**config.mk**
```make
export PLATFORM = sky130hd
export DESIGN_NAME = eq_band_sched
export DESIGN_NICKNAME = d
export VERILOG_FILES = /design/src/rtl/eq_pkg.sv /design/src/rtl/band_scale_pipe.sv /design/src/rtl/eq_band_sched.sv
export SDC_FILE = /design/constraint.sdc
export NUM_CORES = 1
export LEC_CHECK = 0
export ABC_AREA = 1
export CELL_PAD_IN_SITES_DETAIL_PLACEMENT = 1
export CELL_PAD_IN_SITES_GLOBAL_PLACEMENT = 2
export CORE_ASPECT_RATIO = 1.4
export CORE_MARGIN = 1
export CORE_UTILIZATION = 37
export DETAILED_ROUTE_END_ITERATION = 7
export PLACE_DENSITY_LB_ADDON = 0.1
export SLEW_MARGIN = 15
export SYNTH_ARGS = -nofsm -noshare
export SYNTH_HDL_FRONTEND = slang
export SYNTH_SLANG_ARGS = --single-unit
```
**constraint.sdc**
```tcl
create_clock -name clk -period 6.71 [get_ports clk]
set_input_delay 1.0065 -clock clk [delete_from_list [all_inputs] [get_ports clk]]
set_output_delay 1.0065 -clock clk [all_outputs]
set_load 0.005 [all_outputs]
```
**src/rtl/eq_pkg.sv**
```systemverilog
// rtl/eq_pkg.sv - widths, FSM state type and the 16-bit saturation helper for eq_band_sched
package eq_pkg;

  localparam int BAND_W = 16;
  localparam int POT_W  = 12;
  localparam int GAIN_W = 13;
  localparam int PROD_W = 29;
  localparam int ACC_W  = 19;

  typedef enum logic [1:0] {IDLE, ISSUE, DRAIN, DONE} state_t;

  // Any 19-bit signed value clipped into the signed 16-bit range.
  function automatic logic [BAND_W-1:0] sat16(input logic signed [ACC_W-1:0] v);
    logic [BAND_W-1:0] r;
    if (v > 19'sd32767)
      r = 16'h7FFF;
    else if (v < -19'sd32768)
      r = 16'h8000;
    else
      r = v[BAND_W-1:0];
    return r;
  endfunction

endpackage

```
**src/rtl/band_scale_pipe.sv**
```systemverilog
// rtl/band_scale_pipe.sv - two-stage square-law band scaler, audio * (pot^2 >> 12) >> 10, saturated
module band_scale_pipe
  import eq_pkg::*;
(
  input  logic                     clk,
  input  logic                     rst_n,
  input  logic                     in_valid,
  input  logic signed [BAND_W-1:0] audio,
  input  logic        [POT_W-1:0]  pot,
  output logic                     out_valid,
  output logic signed [BAND_W-1:0] scaled
);

  logic        [2*POT_W-1:0] sq;
  logic                      s1_valid;
  logic signed [BAND_W-1:0]  s1_audio;
  logic signed [GAIN_W-1:0]  s1_gain;
  logic signed [PROD_W-1:0]  prod;

  assign sq   = {{POT_W{1'b0}}, pot} * {{POT_W{1'b0}}, pot};
  assign prod = PROD_W'(s1_audio) * PROD_W'(s1_gain);

  always_ff @(posedge clk) begin
    if (!rst_n) begin
      s1_valid  <= 1'b0;
      out_valid <= 1'b0;
    end else begin
      s1_valid  <= in_valid;
      out_valid <= s1_valid;
    end
  end

  // prod[28:10] fits 16 bits exactly when prod[28:25] agree, so sat16 covers the clip rule.
  always_ff @(posedge clk) begin
    s1_audio <= audio;
    s1_gain  <= {1'b0, sq[2*POT_W-1:POT_W]};
    scaled   <= sat16(prod[PROD_W-1:10]);
  end

endmodule

```
**src/rtl/eq_band_sched.sv**
```systemverilog
// rtl/eq_band_sched.sv - snapshots all bands, scales them one per cycle through a shared pipe, sums and clips
module eq_band_sched
  import eq_pkg::*;
#(
  parameter int NUM_BANDS = 5
) (
  input  logic                          clk,
  input  logic                          rst_n,
  input  logic                          smpl_valid,
  input  logic [BAND_W*NUM_BANDS-1:0]   band_audio,
  input  logic [POT_W*NUM_BANDS-1:0]    band_pot,
  input  logic                          ovr_clr,
  output logic [BAND_W-1:0]             eq_out,
  output logic                          eq_valid,
  output logic                          busy,
  output logic                          overrun
);

  localparam logic [2:0] LAST_IDX = 3'(NUM_BANDS - 1);

  state_t                     state;
  logic [2:0]                 idx;
  logic                       drain_cnt;
  logic signed [BAND_W-1:0]   aud_q [NUM_BANDS];
  logic        [POT_W-1:0]    pot_q [NUM_BANDS];
  logic signed [ACC_W-1:0]    acc;
  logic signed [ACC_W-1:0]    acc_next;
  logic                       accepting;
  logic                       issue_valid;
  logic                       sc_valid;
  logic signed [BAND_W-1:0]   sc;

  assign accepting   = (state == IDLE) || (state == DONE);
  assign issue_valid = (state == ISSUE);

  band_scale_pipe u_pipe (
    .clk       (clk),
    .rst_n     (rst_n),
    .in_valid  (issue_valid),
    .audio     (aud_q[idx]),
    .pot       (pot_q[idx]),
    .out_valid (sc_valid),
    .scaled    (sc)
  );

  always_comb begin
    acc_next = acc;
    if (sc_valid)
      acc_next = acc + $signed({{(ACC_W-BAND_W){sc[BAND_W-1]}}, sc});
  end

  always_ff @(posedge clk) begin
    if (accepting && smpl_valid) begin
      for (int i = 0; i < NUM_BANDS; i++) begin
        aud_q[i] <= band_audio[BAND_W*i +: BAND_W];
        pot_q[i] <= band_pot[POT_W*i +: POT_W];
      end
    end
  end

  always_ff @(posedge clk) begin
    if (!rst_n) begin
      state     <= IDLE;
      idx       <= '0;
      drain_cnt <= 1'b0;
      acc       <= '0;
      eq_out    <= '0;
      eq_valid  <= 1'b0;
      busy      <= 1'b0;
      overrun   <= 1'b0;
    end else begin
      eq_valid <= 1'b0;
      acc      <= acc_next;
      // A strobe while busy is dropped; flagging it beats a simultaneous clear.
      if (smpl_valid && busy)
        overrun <= 1'b1;
      else if (ovr_clr)
        overrun <= 1'b0;

      case (state)
        IDLE, DONE: begin
          if (smpl_valid) begin
            acc   <= '0;
            idx   <= '0;
            busy  <= 1'b1;
            state <= ISSUE;
          end else begin
            state <= IDLE;
          end
        end
        ISSUE: begin
          idx <= idx + 3'd1;
          if (idx == LAST_IDX) begin
            drain_cnt <= 1'b0;
            state     <= DRAIN;
          end
        end
        DRAIN: begin
          if (drain_cnt) begin
            eq_out   <= sat16(acc_next);
            eq_valid <= 1'b1;
            busy     <= 1'b0;
            state    <= DONE;
          end else begin
            drain_cnt <= 1'b1;
          end
        end
        default: state <= IDLE;
      endcase
    end
  end

endmodule

```
==> results of run 1 <==
## synth_stat cells (all sizes together) (9+ instances only)
library cell,number
inv,541
xor2,30
a31oi,23
nor2,247
buf,20
a21o,9
dfxtp,93
nand3,45
nand2,489
fa,255
a21oi,90
o21ai,125
nor3,13
or2,19
ha,139
o22ai,9
clkbuf,60
edfxtp,140
xnor2,17
## cell type report
type | count | area, µm² | area share
flip-flops and latches | 233 | 6070 | 0.254
clock inverters | 12 | 106 | 0.00446
multi-input cells | 1543 | 12200 | 0.510
repair buffers | 187 | 1810 | 0.0758
clock buffers | 36 | 749 | 0.0314
well taps | 728 | 911 | 0.0382
inverters | 544 | 2050 | 0.0859
## registers in the layout (all words and copies together) (netlist names), named ones only
signal,count
aud_q,80
pot_q,60
acc,19
eq_out,16
u_pipe.s1_audio,16
u_pipe.scaled,16
u_pipe.s1_gain,12
idx,3
state,2
busy,1
drain_cnt,1
eq_valid,1
overrun,1
u_pipe.out_valid,1
u_pipe.s1_valid,1
## kinds of logic after synthesis
| logic type | Yosys count | share of synthesized area |
|---|---|---|
| buf+inv | 624 | 0.118 |
| flops | 233 | 0.293 |
| compound gates | 274 | 0.0746 |
| xor+xnor | 47 | 0.0199 |
| simple gates | 828 | 0.164 |
| fa+ha+maj | 394 | 0.331 |
## metrics by stage
stage	cell area, µm²	hold WS [ns]	cells
2_1_floorplan	20700	0.390	2400
3_3_place_gp	23000	0.394	3235
3_5_place_dp	23000	0.410	3235
4_1_cts	23900	0.426	3283
5_1_grt	23900	0.463	3283
6_report	23900	0.426	3283
## what timing repair did
action	in CTS	in global routing
setup endpoints to repair	0	1
hold endpoints to repair	0	0
resized for setup	0	1
## critical path, stage by stage (launching register included)
cell	delay (ns)
sky130_fd_sc_hd__dfxtp_1	0.62
sky130_fd_sc_hd__clkinvlp_4	0.39
sky130_fd_sc_hd__o21ai_0	0.16
sky130_fd_sc_hd__o22ai_1	0.10
sky130_fd_sc_hd__nand2_1	0.19
sky130_fd_sc_hd__o21ai_0	0.29
sky130_fd_sc_hd__inv_2	0.29
sky130_fd_sc_hd__nor2_1	0.10
sky130_fd_sc_hd__fa_1	0.55
sky130_fd_sc_hd__fa_1	0.54
sky130_fd_sc_hd__inv_1	0.06
sky130_fd_sc_hd__fa_1	0.53
sky130_fd_sc_hd__inv_1	0.05
sky130_fd_sc_hd__fa_1	0.47
sky130_fd_sc_hd__inv_1	0.05
sky130_fd_sc_hd__fa_1	0.48
sky130_fd_sc_hd__inv_1	0.04
sky130_fd_sc_hd__ha_1	0.32
sky130_fd_sc_hd__a21oi_1	0.20
sky130_fd_sc_hd__nor2_1	0.08
sky130_fd_sc_hd__nor2_1	0.12
sky130_fd_sc_hd__o21ai_0	0.08
sky130_fd_sc_hd__a21oi_1	0.18
sky130_fd_sc_hd__o21ai_1	0.09
sky130_fd_sc_hd__nand2_1	0.06
sky130_fd_sc_hd__nand2_1	0.05
## metal layers
layer	GRT usage	part of all wire	vias to the layer above
met3	0.0244	0.028	108
met2	0.429	0.56	238
li1	-	-	7570
met1	0.222	0.37	7839
met4	0.0833	0.041	6
met5	0	0.00055	-
## worst paths after layout
kind | from | endpoint | slack, ns
worst max-delay path | register | u_pipe.s1_gain[9] | 0.50
worst min-delay path | u_pipe.s1_valid | u_pipe.out_valid | 0.43
worst max register to register | register | u_pipe.s1_gain[9] | 0.50
worst min register to register | u_pipe.s1_valid | u_pipe.out_valid | 0.43
==> PnR_summary.wiki, run 1 <==
{| class="wikitable"
! Metric !! Value
|-
| Status || completed
|-
| Sort of element at the end of the critical path || register
|-
| IO buf count || 162
|-
| Fraction of final layout cells with drive strength greater than 1 || 0.0564
|-
| Number of levels in the clock H-tree || 1
|-
| Hold buffer count at CTS || 0
|-
| Clock transition time at the flip-flop clock pins of the worst setup and hold paths || 0.06 ns
|-
| Achievable Freq || between 150 and 200 MHz
|-
| Total half-perimeter wirelength after legalization and detailed placement || 50.4 mm
|-
| Endpoints failing hold || 0
|-
| Cell area after technology mapping || 20,700 µm²
|-
| Height of the chip || 282 µm
|-
| GRT Residual Overflow || 0
|-
| Total length of routed wires || 59.6 mm
|-
| Detailed-routing iteration count for the pre-antenna-repair pass || 4
|-
| Average wire per cell in the routed design || 18.2 µm
|-
| Synthesized area divided by synthesized cell count || 8.62 µm²
|-
| TritonCTS clock tree || yes
|-
| Avg Vias per Cell || 4.80
|-
| Mapped Nets || 2,938
|-
| CP Data Required Time || 7.15 ns
|-
| Number of cells produced by synthesis || roughly 2,400
|-
| Cells on worst reg2reg path || 25
|-
| Largest net degree at the start of global routing || 90
|-
| Min setup slack post-route || 0.499 ns
|-
| Sinks on the clock net || ~230
|-
| Hold path cells || 2
|-
| Number of enable flip-flop cells after synthesis || 140
|-
| Post-Route Setup TNS || 0 ns
|-
| Number of nets in the layout || 3,073
|-
| Final setup violation count || 0
|-
| Area of the placeable core || between 50,000 and 60,000 µm²
|-
| Number of clock buffers inserted by TritonCTS || 26
|-
| Part of the Yosys area used for sequential elements || 0.293
|-
| Vias after detailed routing || 15,800
|-
| Endpoint arrival time on the critical path || 6.65 ns
|-
| Count of unresolved DRC violations after routing || 0
|-
| Synth unique cells || 46
|-
| Violation count after the first detailed-routing iteration || 450
|-
| Most common cell after layout, fill and taps aside || sky130_fd_sc_hd__inv_1
|-
| Headroom to the max-slew limit || 0.245
|-
| Synth area leader || sky130_fd_sc_hd__fa_1
|-
| Yosys warnings || 0
|-
| Utilization after layout || 0.432
|-
| Postcts setup bufs || 0
|-
| Clock tree root buffer cell || sky130_fd_sc_hd__clkbuf_16
|-
| Die extent in x || 202 µm
|-
| First-pass GRT wire length || 94.8 mm
|-
| Max Buffers Root-to-Sink || 3
|-
| Setup repair after global routing missed its margin || no
|-
| Clk_lat worst skew || ~0.55 ns
|-
| Cell row count || between 100 and 150
|-
| Via count of the first global-routing pass || 18,100
|-
| Top post-synthesis cells by area || sky130_fd_sc_hd__fa_1, sky130_fd_sc_hd__edfxtp_1, sky130_fd_sc_hd__inv_1
|-
| Final max-slew violation count || 0
|-
| Register bit total from synthesis || 233
|-
| Share of Yosys cell area claimed by the top area cell type || 0.247
|-
| Period utilization || 0.926
|-
| Setup WS pre-CTS || 0.443 ns
|-
| Minimum clock period after layout || 6.21 ns
|-
| Slew @ Worst Pin || around 1.1 ns
|-
| Prevailing post-synth register cell || sky130_fd_sc_hd__edfxtp_1
|-
| Type of the most critical hold path || register to register
|-
| Most frequent cells in the layout || sky130_fd_sc_hd__inv_1, sky130_fd_sc_hd__nand2_1, sky130_fd_sc_hd__fa_1
|-
| Initial Utilization || 0.374
|-
| Proportion of synthesized flip-flops having asynchronous set or reset || 0
|-
| I/O pin count || 163
|-
| Post-route clock skew || 0.0128 ns
|-
| Area grow syn2layout || 15.4%
|-
| Global routing usage summed across all routing layers || 0.214
|-
| Weighted congestion at the end of routability-driven global placement || 0.862
|-
| Biggest fanout along the worst timing path || 13
|-
| Filler Cells Inserted || 6,494
|-
| Antenna violations before repair || 3
|-
| # diodes || 0
|-
| MaxCap Viol Count || 0
|-
| Class of the most critical setup path || register to register
|-
| Area of the die || 56,800 µm²
|-
| Routed Antenna Nets || 0
|-
| Category of the worst setup path launch point || register
|}
Power of run 1 is not shown: default switching activity piles up to over one toggle a cycle in this logic, so the estimate is an artifact.
==> run 2, diff against run 1 <==
- CORE_UTILIZATION: 37 -> 40
- DONT_BUFFER_PORTS: not set -> 1
==> run 2 against run 1 <==
Highest routed layer unchanged. Count of clock-buffer cells in the layout fell by 7. First-iteration DRC count decreased by 6.0%. Sequential cell count stayed put. Global-route usage grew 0.35 points. Largest cell class unchanged. Core utilization up 0.33 points. Non-clock buffer count is 156 lower. Die area shrank 7.4%. Critical path depth shrank 1. Wire length decreased by 6.4%. Worst setup slack better by 0.037 ns. Clock skew up 0.012 ns.
==> PnR_summary.wiki, run 2 (synthesized netlist as in run 1, its figures left out) <==
{| class="wikitable"
! Metric !! Value
|-
| Average wire per cell in the routed design || approximately 18 µm
|-
| Detailed-routing iteration count for the pre-antenna-repair pass || 4
|-
| Flop2flop setup slack || 0.54 ns
|-
| Biggest fanout along the worst timing path || 13
|-
| Most common cell after layout, fill and taps aside || sky130_fd_sc_hd__inv_1
|-
| Critical path endpoint || u_pipe.s1_gain[9]
|-
| Avg Vias per Cell || a little under 5
|-
| Area of the die || 52,600 µm²
|-
| Routed Antenna Nets || 0
|-
| Slew @ Worst Pin || 0.896 ns
|-
| Endpoint arrival time on the critical path || between 6 and 7 ns
|-
| Minimum clock period after layout || 6.17 ns
|-
| Antenna violations before repair || 7
|-
| Class of the most critical setup path || register to register
|-
| Largest net degree at the start of global routing || a little under 80
|-
| Number of nets in the layout || about 3,000
|-
| Length of routed met2 wiring || 31.7 mm
|-
| Area grow syn2layout || 7.39%
|-
| Count of unresolved DRC violations after routing || 0
|-
| Global routing usage summed across all routing layers || 0.217
|-
| Weighted congestion at the end of routability-driven global placement || 0.847
|-
| Headroom to the max-slew limit || 0.402
|-
| Initial Utilization || 0.405
|-
| Fraction of final layout cells with drive strength greater than 1 || 0.0621
|-
| Sequence of cells on the critical path || clkinvlp_4, o21ai_0, o22ai_1, nand2_1, o21ai_0, inv_1, nor2_1, fa_1, inv_1, fa_1, inv_1, fa_1, inv_1, fa_1, fa_1, inv_1, ha_1, nand2_1, nor2_1, nand2_1, o21ai_2, nand2_1, o211ai_1, nand2_1
|-
| Achievable Freq || 162 MHz
|-
| Hold Crit Start || u_pipe.s1_valid
|-
| Die extent in x || about 190 µm
|-
| Number of clock buffers inserted by TritonCTS || 27
|-
| Final setup violation count || 0
|-
| Clk_lat worst skew || 0.57 ns
|-
| Post-Route Setup TNS || 0 ns
|-
| Height of the chip || 271 µm
|-
| Filler Cells Inserted || 6,018
|-
| MaxCap Viol Count || 0
|-
| TritonCTS clock tree || yes
|-
| Total half-perimeter wirelength after legalization and detailed placement || around 47 mm
|-
| Final max-slew violation count || 0
|-
| Sinks on the clock net || 233
|-
| I/O pin count || 163
|-
| GRT Residual Overflow || 0
|-
| Area of the placeable core || 51,000 µm²
|-
| Crit path largest cell delay || 0.61 ns
|-
| CP Data Required Time || 7.16 ns
|-
| Detailed-routing wirelength on met1 || about 21 mm
|-
| IO buf count || 0
|-
| Setup repair after global routing missed its margin || no
|-
| Category of the worst setup path launch point || register
|-
| Violation count after the first detailed-routing iteration || 423
|-
| Top routing layer in use || met5
|-
| Top flop regs || aud_q: 80 flops, pot_q: 60 flops, acc: 19 flops
|-
| Clock transition time at the flip-flop clock pins of the worst setup and hold paths || 0.06 ns
|-
| Most frequent cells in the layout || sky130_fd_sc_hd__inv_1, sky130_fd_sc_hd__nand2_1, sky130_fd_sc_hd__fa_1
|-
| Cells on worst reg2reg path || 24
|-
| Period utilization || 0.920
|-
| R2R Path End || u_pipe.s1_gain[9]
|-
| First-pass GRT wire length || 89.3 mm
|-
| Post-route clock skew || 0.0245 ns
|-
| Vias after detailed routing || 15,100
|-
| Type of the most critical hold path || register to register
|-
| Largest register FFs || 80
|-
| Cell row count || slightly below 100
|-
| Register with the most flip-flops || aud_q
|-
| Number of levels in the clock H-tree || 1
|-
| Via count of the first global-routing pass || 17,100
|-
| Status || completed
|-
| Clock tree root buffer cell || sky130_fd_sc_hd__clkbuf_16
|-
| Endpoints failing hold || 0
|-
| Max Buffers Root-to-Sink || 3
|-
| Total length of routed wires || 55.8 mm
|-
| Length of routed met3 wiring || 1.70 mm
|-
| CP max-delay cell || sky130_fd_sc_hd__dfxtp_1
|-
| Sort of element at the end of the critical path || register
|}
run 2: changes by cell type in the layout (fill, tap and decap cells not counted), sizes merged:
cell           previous run  this run
bufinv                    1         2
buf                      25        31
clkbuf                   36        29
clkinv                   14        15
diode                     0         2
inv                     540       542
clkdlybuf4s50           162         0
clkinvlp                  1         5
run 2: cell type report:
| type | instances | area [µm²] | area share |
|---|---|---|---|
| inverter | 544 | 2050 | 0.0922 |
| antenna | 2 | 5.00 | 0.000225 |
| clock inverter | 20 | 178 | 0.00800 |
| tap | 650 | 813 | 0.0366 |
| sequential | 233 | 6070 | 0.273 |
| timing repair buffer | 31 | 233 | 0.0105 |
| multi-input combinational | 1543 | 12200 | 0.548 |
| clock buffer | 29 | 683 | 0.0308 |
run 2: metal layers:
layer,track usage,vias up
li1,-,7265
met5,0,-
met4,0.0656,10
met1,0.221,7467
met3,0.0294,109
met2,0.446,225
run 2: stage by stage:
step / std cells / instance area, µm² / hold slack [ns] / setup slack (ns) / utilization
after floorplan: 2400 / 20700 / 0.390 / 1.35 / -
after global placement: 3001 / 21300 / 0.403 / 0.615 / 0.418
after detailed placement: 3001 / 21300 / 0.410 / 0.492 / 0.418
after CTS: 3050 / 22200 / 0.425 / 0.462 / 0.435
after global routing: 3052 / 22200 / 0.442 / 0.0168 / 0.435
final: 3052 / 22200 / 0.420 / 0.536 / 0.435
run 2: worst min path at each step:
stage	cells after the start	endpoint
3_3_place_gp	2	u_pipe.out_valid
6_report	2	u_pipe.out_valid
2_1_floorplan	2	u_pipe.out_valid
5_1_grt	2	u_pipe.out_valid
4_1_cts	2	u_pipe.out_valid
3_5_place_dp	2	u_pipe.out_valid
run 2: critical path: cells and delay by family, from the launching register on:
family / cells / cell delay [ns]
AND/OR/NAND/NOR: 7 / 0.82
AO/OA/AOI/OAI: 5 / 0.79
flip-flops: 1 / 0.61
adder cells (fa/ha/maj): 6 / 2.77
buffers and inverters: 6 / 1.04
run 2: timing repair:
item,in CTS,in global routing
hold buffers,0,0
endpoints found under the setup margin,0,4
buffers inserted,0,0
resized for setup,0,1
Power of run 2 is left out for the same reason.
==> run 3, diff against run 2 <==
- CELL_PAD_IN_SITES_DETAIL_PLACEMENT: 1 -> not set
- CELL_PAD_IN_SITES_GLOBAL_PLACEMENT: 2 -> not set
- PLACE_DENSITY_LB_ADDON: 0.1 -> not set
==> run 3 against run 2 <==
Count of clock-buffer cells in the layout is 1 lower. Critical endpoint is now u_pipe.s1_gain[10]. Wire length shrank 9.3%. Die area did not move. Clock skew is 0.0056 ns lower. Critical path depth is 3 lower. First-iteration DRC count rose by 66%.
==> PnR_summary.wiki, run 3 (synthesized netlist as in run 1, its figures left out) <==
{| class="wikitable"
! Metric !! Value
|-
| Antenna violations before repair || 3
|-
| Length of routed met2 wiring || 27.2 mm
|-
| Cell row count || roughly 100
|-
| # resized after CTS || 0
|-
| Total cell area at the placement stage || 21,200 µm²
|-
| Top flop regs || aud_q: 80 flops, pot_q: 60 flops, acc: 19 flops
|-
| Area of the placeable core || 51,000 µm²
|-
| Achievable Freq || 163 MHz
|-
| Endpoints failing hold || 0
|-
| Biggest fanout along the worst timing path || 15
|-
| Area grow syn2layout || 7.13%
|-
| Top routing layer in use || met5
|-
| Length of routed met3 wiring || 2.42 mm
|-
| # diodes || 0
|-
| Clock transition time at the flip-flop clock pins of the worst setup and hold paths || about 0.080 ns
|-
| Library cell appearing most often on the critical path || sky130_fd_sc_hd__fa_1
|-
| Minimum clock period after layout || 6.13 ns
|-
| Detailed-routing iteration count for the pre-antenna-repair pass || 5
|-
| Crit path largest cell delay || 0.56 ns
|-
| Total half-perimeter wirelength after legalization and detailed placement || 42.0 mm
|-
| Setup repair after global routing missed its margin || no
|-
| R2R Path End || u_pipe.s1_gain[10]
|-
| Most frequent cells in the layout || sky130_fd_sc_hd__inv_1, sky130_fd_sc_hd__nand2_1, sky130_fd_sc_hd__fa_1
|-
| Filler Cells Inserted || 5,047
|-
| Largest register FFs || 80
|-
| GRT Residual Overflow || 0
|-
| Headroom to the max-slew limit || 0.299
|-
| I/O pin count || about 160
|-
| Avg Vias per Cell || 4.92
|-
| Most common cell after layout, fill and taps aside || sky130_fd_sc_hd__inv_1
|-
| MaxCap Viol Count || 0
|-
| Initial Utilization || 0.405
|-
| Endpoint arrival time on the critical path || 6.61 ns
|-
| Slew @ Worst Pin || between 1 and 1.5 ns
|-
| Count of unresolved DRC violations after routing || 0
|-
| CP max-delay cell || sky130_fd_sc_hd__dfxtp_1
|-
| IO buf count || 0
|-
| Cells on worst reg2reg path || 21
|-
| Final max-slew violation count || 0
|-
| Final setup violation count || 0
|-
| Average wire per cell in the routed design || around 17 µm
|-
| Number of levels in the clock H-tree || 1
|-
| Critical path endpoint || u_pipe.s1_gain[10]
|-
| Routed Antenna Nets || 0
|-
| Clock tree root buffer cell || sky130_fd_sc_hd__clkbuf_16
|-
| Sort of element at the end of the critical path || register
|-
| Flop2flop setup slack || 0.58 ns
|-
| Postcts setup bufs || 0
|-
| Hold buffer count at CTS || 0
|-
| Area of the die || 52,600 µm²
|-
| Storage cell area || 6070 µm²
|-
| Height of the chip || 271 µm
|-
| Category of the worst setup path launch point || register
|-
| Number of clock buffers inserted by TritonCTS || 26
|-
| Detailed-routing wirelength on met1 || about 19 mm
|-
| Design Area, Final || 22,200 µm²
|-
| Class of the most critical setup path || register to register
|-
| Post-Route Setup TNS || 0 ns
|-
| Post-route clock skew || 0.0189 ns
|-
| Total length of routed wires || 50.6 mm
|-
| Vias after detailed routing || about 15,000
|-
| Period utilization || 0.913
|-
| Max Buffers Root-to-Sink || 3
|-
| Die extent in x || 194 µm
|-
| Sinks on the clock net || 233
|-
| CP Data Required Time || 7.20 ns
|-
| Number of nets in the layout || between 2,000 and 3,000
|-
| Status || completed
|-
| Register with the most flip-flops || aud_q
|-
| Area occupied by multi-input gates || 12,200 µm²
|-
| Via count of the first global-routing pass || 16,200
|-
| Sequence of cells on the critical path || buf_4, o21ai_0, o22ai_1, nand2_1, o21ai_0, inv_2, nor2_1, fa_1, fa_1, inv_1, fa_1, fa_1, inv_1, fa_1, ha_1, a21oi_1, o21ai_0, a21oi_1, nand2_1, a21oi_1, xor2_1
|-
| Global routing usage summed across all routing layers || 0.198
|-
| Violation count after the first detailed-routing iteration || 701
|-
| Clk_lat worst skew || 0.56 ns
|-
| Largest net degree at the start of global routing || slightly below 80
|-
| Weighted congestion at the end of routability-driven global placement || 0.921
|-
| Fraction of final layout cells with drive strength greater than 1 || 0.0557
|-
| Type of the most critical hold path || register to register
|-
| TritonCTS clock tree || yes
|-
| First-pass GRT wire length || 82.9 mm
|}
run 3: changes by cell type in the layout (fill, tap and decap cells not counted), moves of 2 or more:
cell / before / now
sky130_fd_sc_hd__clkinv_2: 7 / 2
sky130_fd_sc_hd__buf_4: 31 / 19
sky130_fd_sc_hd__bufinv_16: 2 / 5
sky130_fd_sc_hd__diode_2: 2 / 0
sky130_fd_sc_hd__clkinvlp_4: 5 / 1
sky130_fd_sc_hd__inv_6: 1 / 4
run 3: worst min-delay path by stage:
stage / startpoint / endpoint / slack (ns) / depth (start not counted)
CTS: u_pipe.s1_valid / u_pipe.out_valid / 0.42 / 2
detailed placement: u_pipe.s1_valid / u_pipe.out_valid / 0.40 / 2
global route: u_pipe.s1_valid / u_pipe.out_valid / 0.46 / 2
floorplan: u_pipe.s1_valid / u_pipe.out_valid / 0.39 / 2
global placement: u_pipe.s1_valid / u_pipe.out_valid / 0.40 / 2
finish: u_pipe.s1_valid / u_pipe.out_valid / 0.41 / 2
run 3: critical path: cells and delay by family, from the launching register on:
family,cells,cell delay (ns)
adders and majority gates,6,2.75
AOI/OAI and AO/OA,7,1.36
buffers and inverters,4,0.64
and+or+nand+nor,3,0.59
DFF,1,0.56
xor gates and xnor gates,1,0.16
run 3: metrics by stage:
stage / utilization / std cells / hold WS (ns) / setup slack, ns
after global routing: 0.434 / 3036 / 0.464 / 0.0424
final: 0.434 / 3036 / 0.412 / 0.585
after detailed placement: 0.417 / 2989 / 0.402 / 0.545
after global placement: 0.417 / 2989 / 0.400 / 0.599
after floorplan: - / 2400 / 0.390 / 1.35
after CTS: 0.434 / 3036 / 0.417 / 0.526
run 3: layout make-up:
| class | instances | area share |
|---|---|---|
| Multi-Input combinational cell | 1543 | 0.550 |
| Sequential cell | 233 | 0.274 |
| Inverter | 544 | 0.0924 |
| Tap cell | 650 | 0.0367 |
| Clock buffer | 28 | 0.0297 |
| Clock inverter | 19 | 0.0111 |
| Timing Repair Buffer | 19 | 0.00644 |
run 3: per-layer routing:
| metal | track usage | up-vias |
|---|---|---|
| li1 | - | 7247 |
| met4 | 0.0698 | 6 |
| met2 | 0.382 | 374 |
| met1 | 0.215 | 7199 |
| met3 | 0.0330 | 102 |
| met5 | 0 | - |
Power of run 3 is left out for the same reason.
